**src/rtl/uart_pkg.sv**
```systemverilog
// Shared UART definitions: parity selectors, receiver FSM states and the
// baud divider helper used by both the receiver and the transmitter.
package uart_pkg;

  localparam int PARITY_NONE = 0;
  localparam int PARITY_ODD  = 1;
  localparam int PARITY_EVEN = 2;

  typedef enum logic [2:0] {
    IDLE,
    START,
    DATA,
    PAR,
    STOP,
    WAIT_IDLE
  } rx_state_t;

  // Rounded clocks-per-tick: round(clk_freq / (baud * os)).
  function automatic int calc_div(input longint clk_freq, input longint baud, input longint os);
    longint den;
    den = baud * os;
    return int'((clk_freq + den / 2) / den);
  endfunction

endpackage

```
**src/rtl/uart_baud_tick.sv**
```systemverilog
// Oversampling tick generator: one-clock pulse every DIV clocks, with a
// restart input that realigns the phase to an external event.
module uart_baud_tick #(
  parameter int DIV = 10
) (
  input  logic clk,
  input  logic rst,
  input  logic restart,
  output logic tick
);

  localparam int CW = $clog2(DIV);

  logic [CW-1:0] cnt_reg;

  always_ff @(posedge clk) begin
    if (rst || restart) begin
      cnt_reg <= '0;
    end else if (cnt_reg == CW'(DIV - 1)) begin
      cnt_reg <= '0;
    end else begin
      cnt_reg <= cnt_reg + CW'(1);
    end
  end

  assign tick = (cnt_reg == CW'(DIV - 1));

endmodule

```
**src/rtl/uart_rx_param.sv**
```systemverilog
// Parametrised UART receiver: 2-FF synchroniser, oversampled 2-of-3 majority
// sampling, configurable data/parity/stop format, parity and framing errors.
module uart_rx_param
  import uart_pkg::*;
#(
  parameter int CLK_FREQ   = 50_000_000,
  parameter int BAUD       = 9600,
  parameter int OVERSAMPLE = 16,
  parameter int DATA_BITS  = 8,
  parameter int PARITY     = 0,
  parameter int STOP_BITS  = 1
) (
  input  logic                 clk,
  input  logic                 rst,
  input  logic                 rx,
  output logic [DATA_BITS-1:0] rx_data,
  output logic                 rx_valid,
  output logic                 parity_err,
  output logic                 frame_err,
  output logic                 busy
);

  localparam int DIV = calc_div(longint'(CLK_FREQ), longint'(BAUD), longint'(OVERSAMPLE));
  localparam int M   = OVERSAMPLE / 2;
  localparam int SW  = $clog2(OVERSAMPLE);
  localparam int BW  = $clog2(DATA_BITS);

  if (DIV < 2) begin : g_bad_div
    $error("uart_rx_param: clock divider must be 2 or greater");
  end
  if ((OVERSAMPLE < 8) || (OVERSAMPLE % 2 != 0)) begin : g_bad_os
    $error("uart_rx_param: OVERSAMPLE must be even and at least 8");
  end
  if ((DATA_BITS < 5) || (DATA_BITS > 9) || (PARITY < 0) || (PARITY > 2) ||
      (STOP_BITS < 1) || (STOP_BITS > 2)) begin : g_bad_fmt
    $error("uart_rx_param: unsupported frame format");
  end

  rx_state_t state_reg, state_next;

  logic [1:0]           sync_reg;
  logic                 rx_prev_reg;
  logic [SW-1:0]        s_cnt_reg;
  logic [1:0]           samp_reg;
  logic [BW-1:0]        bit_cnt_reg;
  logic                 stop_cnt_reg;
  logic                 stop_err_reg;
  logic [DATA_BITS-1:0] shift_reg;
  logic                 par_reg;

  logic rx_s, start_edge, tick, restart, eval, wrap, maj, frame_bad, par_bad, finish;
  logic last_stop;

  assign rx_s       = sync_reg[1];
  assign start_edge = rx_prev_reg & ~rx_s;
  assign eval       = tick && (s_cnt_reg == SW'(M + 1));
  assign wrap       = tick && (s_cnt_reg == SW'(OVERSAMPLE - 1));
  assign maj        = (samp_reg[0] & samp_reg[1]) | (samp_reg[0] & rx_s) | (samp_reg[1] & rx_s);
  assign last_stop  = 1'(STOP_BITS - 1);
  assign frame_bad  = stop_err_reg | ~maj;

  uart_baud_tick #(
    .DIV(DIV)
  ) u_tick (
    .clk    (clk),
    .rst    (rst),
    .restart(restart),
    .tick   (tick)
  );

  always_comb begin
    par_bad = 1'b0;
    if (PARITY == PARITY_ODD) begin
      par_bad = ~(^shift_reg ^ par_reg);
    end else if (PARITY == PARITY_EVEN) begin
      par_bad = ^shift_reg ^ par_reg;
    end
  end

  always_ff @(posedge clk) begin
    if (rst) begin
      state_reg <= IDLE;
    end else begin
      state_reg <= state_next;
    end
  end

  always_comb begin
    state_next = state_reg;
    case (state_reg)
      IDLE:      if (start_edge) state_next = START;
      START: begin
        if (eval && maj) state_next = IDLE;
        else if (wrap)   state_next = DATA;
      end
      DATA: begin
        if (wrap && (bit_cnt_reg == BW'(DATA_BITS - 1))) begin
          state_next = (PARITY != PARITY_NONE) ? PAR : STOP;
        end
      end
      PAR:       if (wrap) state_next = STOP;
      STOP: begin
        if (eval && (stop_cnt_reg == last_stop)) begin
          state_next = frame_bad ? WAIT_IDLE : IDLE;
        end
      end
      WAIT_IDLE: if (rx_s) state_next = IDLE;
      default:   state_next = IDLE;
    endcase
  end

  always_comb begin
    busy    = (state_reg != IDLE);
    restart = (state_reg == IDLE) && start_edge;
    finish  = (state_reg == STOP) && eval && (stop_cnt_reg == last_stop);
  end

  // Bit-phase counter is held at zero while idle so each start edge begins a fresh bit.
  always_ff @(posedge clk) begin
    if (rst) begin
      sync_reg     <= 2'b11;
      rx_prev_reg  <= 1'b1;
      s_cnt_reg    <= '0;
      samp_reg     <= '0;
      bit_cnt_reg  <= '0;
      stop_cnt_reg <= 1'b0;
      stop_err_reg <= 1'b0;
      shift_reg    <= '0;
      par_reg      <= 1'b0;
    end else begin
      sync_reg    <= {sync_reg[0], rx};
      rx_prev_reg <= rx_s;
      if (restart || (state_reg == IDLE)) begin
        s_cnt_reg <= '0;
      end else if (tick) begin
        s_cnt_reg <= (s_cnt_reg == SW'(OVERSAMPLE - 1)) ? '0 : s_cnt_reg + SW'(1);
      end
      if (tick && (s_cnt_reg == SW'(M - 1))) samp_reg[0] <= rx_s;
      if (tick && (s_cnt_reg == SW'(M)))     samp_reg[1] <= rx_s;
      if (state_reg == START) begin
        bit_cnt_reg  <= '0;
        stop_cnt_reg <= 1'b0;
        stop_err_reg <= 1'b0;
      end
      if ((state_reg == DATA) && eval) shift_reg <= {maj, shift_reg[DATA_BITS-1:1]};
      if ((state_reg == DATA) && wrap) bit_cnt_reg <= bit_cnt_reg + BW'(1);
      if ((state_reg == PAR) && eval)  par_reg <= maj;
      if ((state_reg == STOP) && eval) stop_err_reg <= stop_err_reg | ~maj;
      if ((state_reg == STOP) && wrap) stop_cnt_reg <= stop_cnt_reg + 1'b1;
    end
  end

  always_ff @(posedge clk) begin
    if (rst) begin
      rx_data    <= '0;
      rx_valid   <= 1'b0;
      parity_err <= 1'b0;
      frame_err  <= 1'b0;
    end else begin
      rx_valid   <= finish;
      parity_err <= finish & par_bad;
      frame_err  <= finish & frame_bad;
      if (finish) rx_data <= shift_reg;
    end
  end

endmodule

```
**config.mk**
```make
export PLATFORM = sky130hd
export DESIGN_NAME = uart_rx_param
export DESIGN_NICKNAME = d
export VERILOG_FILES = /design/src/rtl/uart_pkg.sv /design/src/rtl/uart_baud_tick.sv /design/src/rtl/uart_rx_param.sv
export SDC_FILE = /design/constraint.sdc
export NUM_CORES = 1
export LEC_CHECK = 0
export CAP_MARGIN = 10
export CORE_UTILIZATION = 35
export CTS_CLUSTER_SIZE = 24
export DETAILED_ROUTE_END_ITERATION = 10
export SYNTH_ARGS = -nofsm -noshare
export SYNTH_HDL_FRONTEND = slang
export SYNTH_SLANG_ARGS = --single-unit
```
**constraint.sdc**
```tcl
create_clock -name clk -period 2.6 [get_ports clk]
set_input_delay 0.52 -clock clk [delete_from_list [all_inputs] [get_ports clk]]
set_output_delay 0.52 -clock clk [all_outputs]
set_load 0.02 [all_outputs]
```
Word-level counts from Yosys, hierarchy flattened
Index checks and enable logic that the tools add are counted.
{ "op_classes": {"addsub": 4, "eq_ne": 17, "n_mux": 15, "bitwise_logic": 11, "n_reduce_logical": 23} }
{ "op_table": {"columns": ["op", "count"], "rows": [
  ["3-bit 2-to-1 mux", 10],
  ["3-bit one-hot mux with 6 select lines", 1],
  ["1-bit logical AND", 13],
  ["4-bit equality test, second input constant", 3],
  ["2-bit inequality test, second input constant", 5],
  ["9-bit by 1-bit adder with 9-bit output, second input constant", 1],
  ["3-bit equality test, second input constant", 3],
  ["9-bit equality test, second input constant", 1],
  ["3-bit by 2-bit equality test with 1-bit output, second input constant", 2],
  ["6-bit AND reduction", 1],
  ["2-bit nonzero test", 3],
  ["1-bit bitwise AND", 5],
  ["4-bit by 1-bit adder with 4-bit output, second input constant", 1],
  ["4-bit by 3-bit equality test with 1-bit output, second input constant", 1],
  ["4-bit 2-to-1 mux", 1],
  ["2-bit OR reduction", 2],
  ["3-bit by 1-bit adder with 3-bit output, second input constant", 1],
  ["3-bit by 1-bit equality test with 1-bit output, second input constant", 1],
  ["3-bit zero test", 1],
  ["1-bit 2-to-1 mux", 3],
  ["3-bit inequality test, second input constant", 1],
  ["1-bit NOT", 3],
  ["1-bit OR", 3],
  ["3-bit nonzero test", 1],
  ["other kinds (2)", 3]
]} }
{ "word_totals": {"regBits": 44, "out_inout_bits": 12} }

Longest topological paths before layout
{ "depth": {"ltp_word": 8, "ltp_mapped": 8} }

Hierarchy
Synthesis repeated with hierarchy kept, for this count alone.
{ "unflattened": {"cells_unflattened": 208, "area_unflattened_um2": 2003.2} }
{ "by_module_without_submodules": {"columns": ["mod", "instances", "cells_each", "area_each_um2"], "rows": [
  ["uart_rx_param", 1, 164, 1606.5],
  ["uart_baud_tick", 1, 44, 396.6]
]} }

Worst setup path after synthesis
OpenSTA, ideal clock, no wires.
{ "synth_path": {"kind": "flip-flop to flip-flop", "from": "register u_tick.cnt_reg[3]", "to": "register shift_reg[0]", "setup_ps": 128, "arrival_ps": 1698, "setup_slack_ps": 775, "stages_incl_launch_ff": 6, "path_buffers": 0, "period_less_slack_ps": 1825, "cell_sequence": "dfxtp_1 > or4b_4 > nor3_4 > nand2_2 > mux2i_1 > nor2_1"} }
{ "synth_via": {"elab_chain_len": 3} }
{ "synth_lines": {"columns": ["item", "line_no", "source"], "rows": [
  ["start: declaration", "uart_baud_tick.sv:14", "logic [CW-1:0] cnt_reg;"],
  ["start signal: assignment", "uart_baud_tick.sv:22", "cnt_reg <= cnt_reg + CW'(1);"],
  ["9-bit equality test", "uart_baud_tick.sv:26", "assign tick = (cnt_reg == CW'(DIV - 1));"],
  ["1-bit logical AND", "uart_rx_param.sv:56", "assign eval = tick && (s_cnt_reg == SW'(M + 1));"],
  ["1-bit logical AND", "uart_rx_param.sv:145", "if ((state_reg == DATA) && eval) shift_reg <= {maj, shift_reg[DATA_BITS-1:1]};"],
  ["end signal: assignment", "uart_rx_param.sv:145", null],
  ["end: declaration", "uart_rx_param.sv:48", "logic [DATA_BITS-1:0] shift_reg;"]
]} }
Every way passes these cells.
A chain may end at the register's enable or synchronous reset.

Worst setup path after layout
{ "layout_path": {"from": "register state_reg[2]", "to": "output port busy"} }
{ "layout_via": {"elab_chain_len": 1} }
{ "layout_lines": {"columns": ["item", "line_no", "source"], "rows": [
  ["start: declaration", "uart_rx_param.sv:39", "rx_state_t state_reg, state_next;"],
  ["start signal: assignment", "uart_rx_param.sv:84", "state_reg <= state_next;"],
  ["3-bit nonzero test", "uart_rx_param.sv:113", "busy = (state_reg != IDLE);"],
  ["end: declaration", "uart_rx_param.sv:20", "output logic busy"]
]} }
Every way passes these cells.

==> flow_metrics.env <==
export IMPL_hold_buffers=0
export IMPL_ys_flop_type="dfxtp_1"
export IMPL_cts_setup_buffers=0
export IMPL_peakVddDrop_mv=0.3282
export IMPL_cts_tree="done"
export IMPL_period_share_pct=83.31
export IMPL_tightest_slew_ps=533.4
export IMPL_n_antenna_cell=0
export IMPL_layout_min_cycle_time_ps=2166
export IMPL_slowest_delay_ps=550
export IMPL_drt_iter0_markers=72
export IMPL_maxSlewHeadroom_pct=64.33
export IMPL_areaGrowthSynthToFinish_pct=14.96
export IMPL_path_buf_inv=2
export IMPL_clkPwrFrac_pct=31.9
export IMPL_grt_pass1_wl_mm=5.947
export IMPL_drt_pre_antenna_iters=4
export IMPL_antenna_left=0
export IMPL_path_delay_family="buffers and inverters"
export IMPL_path_cells="nor3_1 > inv_1 > clkdlybuf4s50_1"
export IMPL_nNetsFinal=228
export IMPL_synth_top_family_by_area="simple AND/OR/NAND/NOR gates"
export IMPL_syn_inst=204
export IMPL_vias_per_cell=4.862
export IMPL_dp_hpwl_mm=2.441
export IMPL_min_path_cells=1
export IMPL_cts_buffer_depth=2
export IMPL_avgSynthCellArea_um2=9.556
export IMPL_fillers=523
export IMPL_reg2regPathDepth=5
export IMPL_critPathKind="flop to output pin"
export IMPL_finalClockSkew_ps=5.335
export IMPL_drive_gt1_share_pct=9.589
export IMPL_initial_core_util_pct=37.22
export IMPL_ys_seq_area_share_pct=45.19
export IMPL_rsz0062_at_grt="no"
export IMPL_cp_max_fo=10
export IMPL_switching_share_pct=27.73
export IMPL_p_seq_share_pct=52.0
export IMPL_cts_sinks=44
export IMPL_syn_area_um2=1949
export IMPL_synth_compound_area_share_pct=8.216
export IMPL_finalSetupViolations=0
export IMPL_vias=1405
export IMPL_clock_fmax_mhz=461.7
export IMPL_ys_async_sr_fraction_pct=0
export IMPL_slew_violations=0
export IMPL_path_clk_slew_ps=80
export IMPL_cp_slowest_cell="clkdlybuf4s50_1"
export IMPL_grt_max_degree=16
export IMPL_die_h_um=76.63
export IMPL_maxCapViolations=0
export IMPL_critPathLaunchType="flop"
export IMPL_synth_xor_area_share_pct=3.594
export IMPL_core_um2=5238
export IMPL_cts_resized=0
export IMPL_cts_buffers=5
export IMPL_clockRootBuffer="clkbuf_8"
export IMPL_largest_register_ffs=9
export IMPL_cp_depth=3
export IMPL_leakagePower_nw=0.9791
export IMPL_synthAdderAreaFrac_pct=5.006
export IMPL_reg2reg_slack_ps=620
export IMPL_synth_mux_area_share_pct=10.78
export IMPL_fin_util_pct=42.79
export IMPL_status="finished clean"
export IMPL_wl_mm=3.402
export IMPL_p_sw_uw=387.1
export IMPL_synth_edf_count=0
export IMPL_startpoint="state_reg[2]"
export IMPL_die_width_um=76.63
export IMPL_synth_warnings=0
export IMPL_numPortBuffers=13
export IMPL_drc=0
export IMPL_io_pins=15
export IMPL_crit_end="busy"
export IMPL_core_rowCount=26
export IMPL_cp_required_ps=2080
export IMPL_grt_pass1_vias=1284
export IMPL_timing_setup_tns_ps=0
export IMPL_synth_nets=214
export IMPL_synth_cell_types=45
export IMPL_clkLatencyLatePin_ps=290
export IMPL_overflow=0
export IMPL_groute_usage_overall_pct=12.71
export IMPL_ys_ff_latch=44
export IMPL_htree_levels=2
export IMPL_p_per_area_nw_per_um2=622.9
export IMPL_design_die_area_um2=5872
export IMPL_hold_viol=0
export IMPL_cp_arrival_ps=1650
export IMPL_routedWlPerCell_um=11.77
export IMPL_power_frac_comb_pct=16.1
export IMPL_synth_simple_gate_area_share_pct=23.49
export IMPL_internal_power_mw=1.009
export IMPL_reg2reg_from="u_tick.cnt_reg[2]"
export IMPL_r2r_end="shift_reg[0]"
export IMPL_routabilityCongestion=0.7515
export IMPL_hp_class="flop to flop"
export IMPL_critPathCaptureType="output pin"
export IMPL_antenna_found_initial=0
-- how the worst min path moves through the flow --
stage,start,endpoint,slack (ps)
2_1_floorplan,sync_reg[0],sync_reg[1],390
3_3_place_gp,sync_reg[0],sync_reg[1],390
3_5_place_dp,sync_reg[0],sync_reg[1],390
4_1_cts,sync_reg[0],sync_reg[1],410
5_1_grt,sync_reg[0],sync_reg[1],420
6_report,sync_reg[0],sync_reg[1],410
-- Yosys cell counts, drive strengths merged, types with 3 or more instances --
cell type | count | share of area [%]
xor2 | 7 | 3.1
dfxtp | 44 | 45
and3 | 4 | 1.3
mux2i | 21 | 11
nor2 | 38 | 7.7
nand3 | 10 | 2.6
buf | 3 | 1.2
nand4 | 3 | 0.96
nor2b | 3 | 0.96
a21oi | 6 | 1.5
inv | 5 | 0.96
nand2 | 9 | 2.2
or2 | 3 | 0.96
nor3 | 3 | 1.3
clkbuf | 7 | 1.3
nand2b | 5 | 1.6
ha | 7 | 4.5
-- power by group through the flow --
stage | combinational (mW) | sequential (mW) | clock, mW
2_1_floorplan | 0.187 | 0.720 | 0
3_3_place_gp | 0.227 | 0.742 | 0
3_5_place_dp | 0.228 | 0.742 | 0
4_1_cts | 0.228 | 0.726 | 0.463
5_1_grt | 0.254 | 0.730 | 0.490
6_report | 0.225 | 0.726 | 0.445
-- metrics by stage --
step / instances / instance area [µm²] / hold WS [ps] / power, mW / setup WS [ps]
final: 289 / 2241 / 412.6 / 1.396 / 434.0
after global routing: 289 / 2241 / 422.0 / 1.474 / 311.3
after CTS: 289 / 2241 / 414.0 / 1.417 / 421.9
after detailed placement: 281 / 2147 / 393.7 / 0.9694 / 629.9
after global placement: 281 / 2147 / 393.0 / 0.9689 / 630.3
after floorplan: 204 / 1949 / 389.5 / 0.9073 / 774.8
-- layout by cell type (no fill, tap or decap), drive strengths merged, types with 2 or more instances in the layout --
cell type / synthesis / final
dfxtp: 44 / 44
inv: 5 / 5
nand3: 10 / 10
or2: 3 / 3
xor2: 7 / 7
clkdlybuf4s50: 0 / 13
a21oi: 6 / 6
nand4: 3 / 3
nand3b: 2 / 2
a211o: 2 / 2
nand2b: 5 / 5
nor2b: 3 / 3
nor2: 38 / 38
nand4b: 2 / 2
and3: 4 / 4
o211ai: 2 / 2
nand2: 9 / 9
mux2i: 21 / 21
ha: 7 / 7
buf: 3 / 4
nor3: 3 / 3
clkbuf: 7 / 7
-- worst reg2reg max path, delay by kind of cell (launching register included) --
family        cells  cell delay, ps
simple gates      4            1250
flops             1             410
mux               1             220
-- cell families (layout without fill, tap and decap cells) --
| logic type | count (synthesis) | in the layout |
|---|---|---|
| AOI/OAI and AO/OA | 20 | 20 |
| DFF | 44 | 44 |
| other | 1 | 1 |
| xor gates and xnor gates | 8 | 8 |
| and+or+nand+nor | 87 | 87 |
| adders and majority gates | 8 | 8 |
| muxes | 21 | 21 |
| buffers and inverters | 15 | 30 |
-- cell type report --
class,instances,area (µm²),area share (%)
sequential,44,880.8,39.31
clock buffer,7,86.33,3.853
inverter,5,18.77,0.8375
timing repair buffer,17,160.2,7.147
multi-input combinational,145,999.7,44.61
tap,70,87.58,3.908
clock inverter,1,7.507,0.3350
-- metal layers --
metal | up-vias | GRT usage (%) | share of wire, %
met3 | 4 | 2.515 | 2.3
met4 | 0 | 5.192 | 1.1
met2 | 15 | 20.18 | 47
met5 | - | 0 | 0
li1 | 720 | - | -
met1 | 666 | 16.80 | 50
Note: power is estimated with default switching activity, not from simulation.
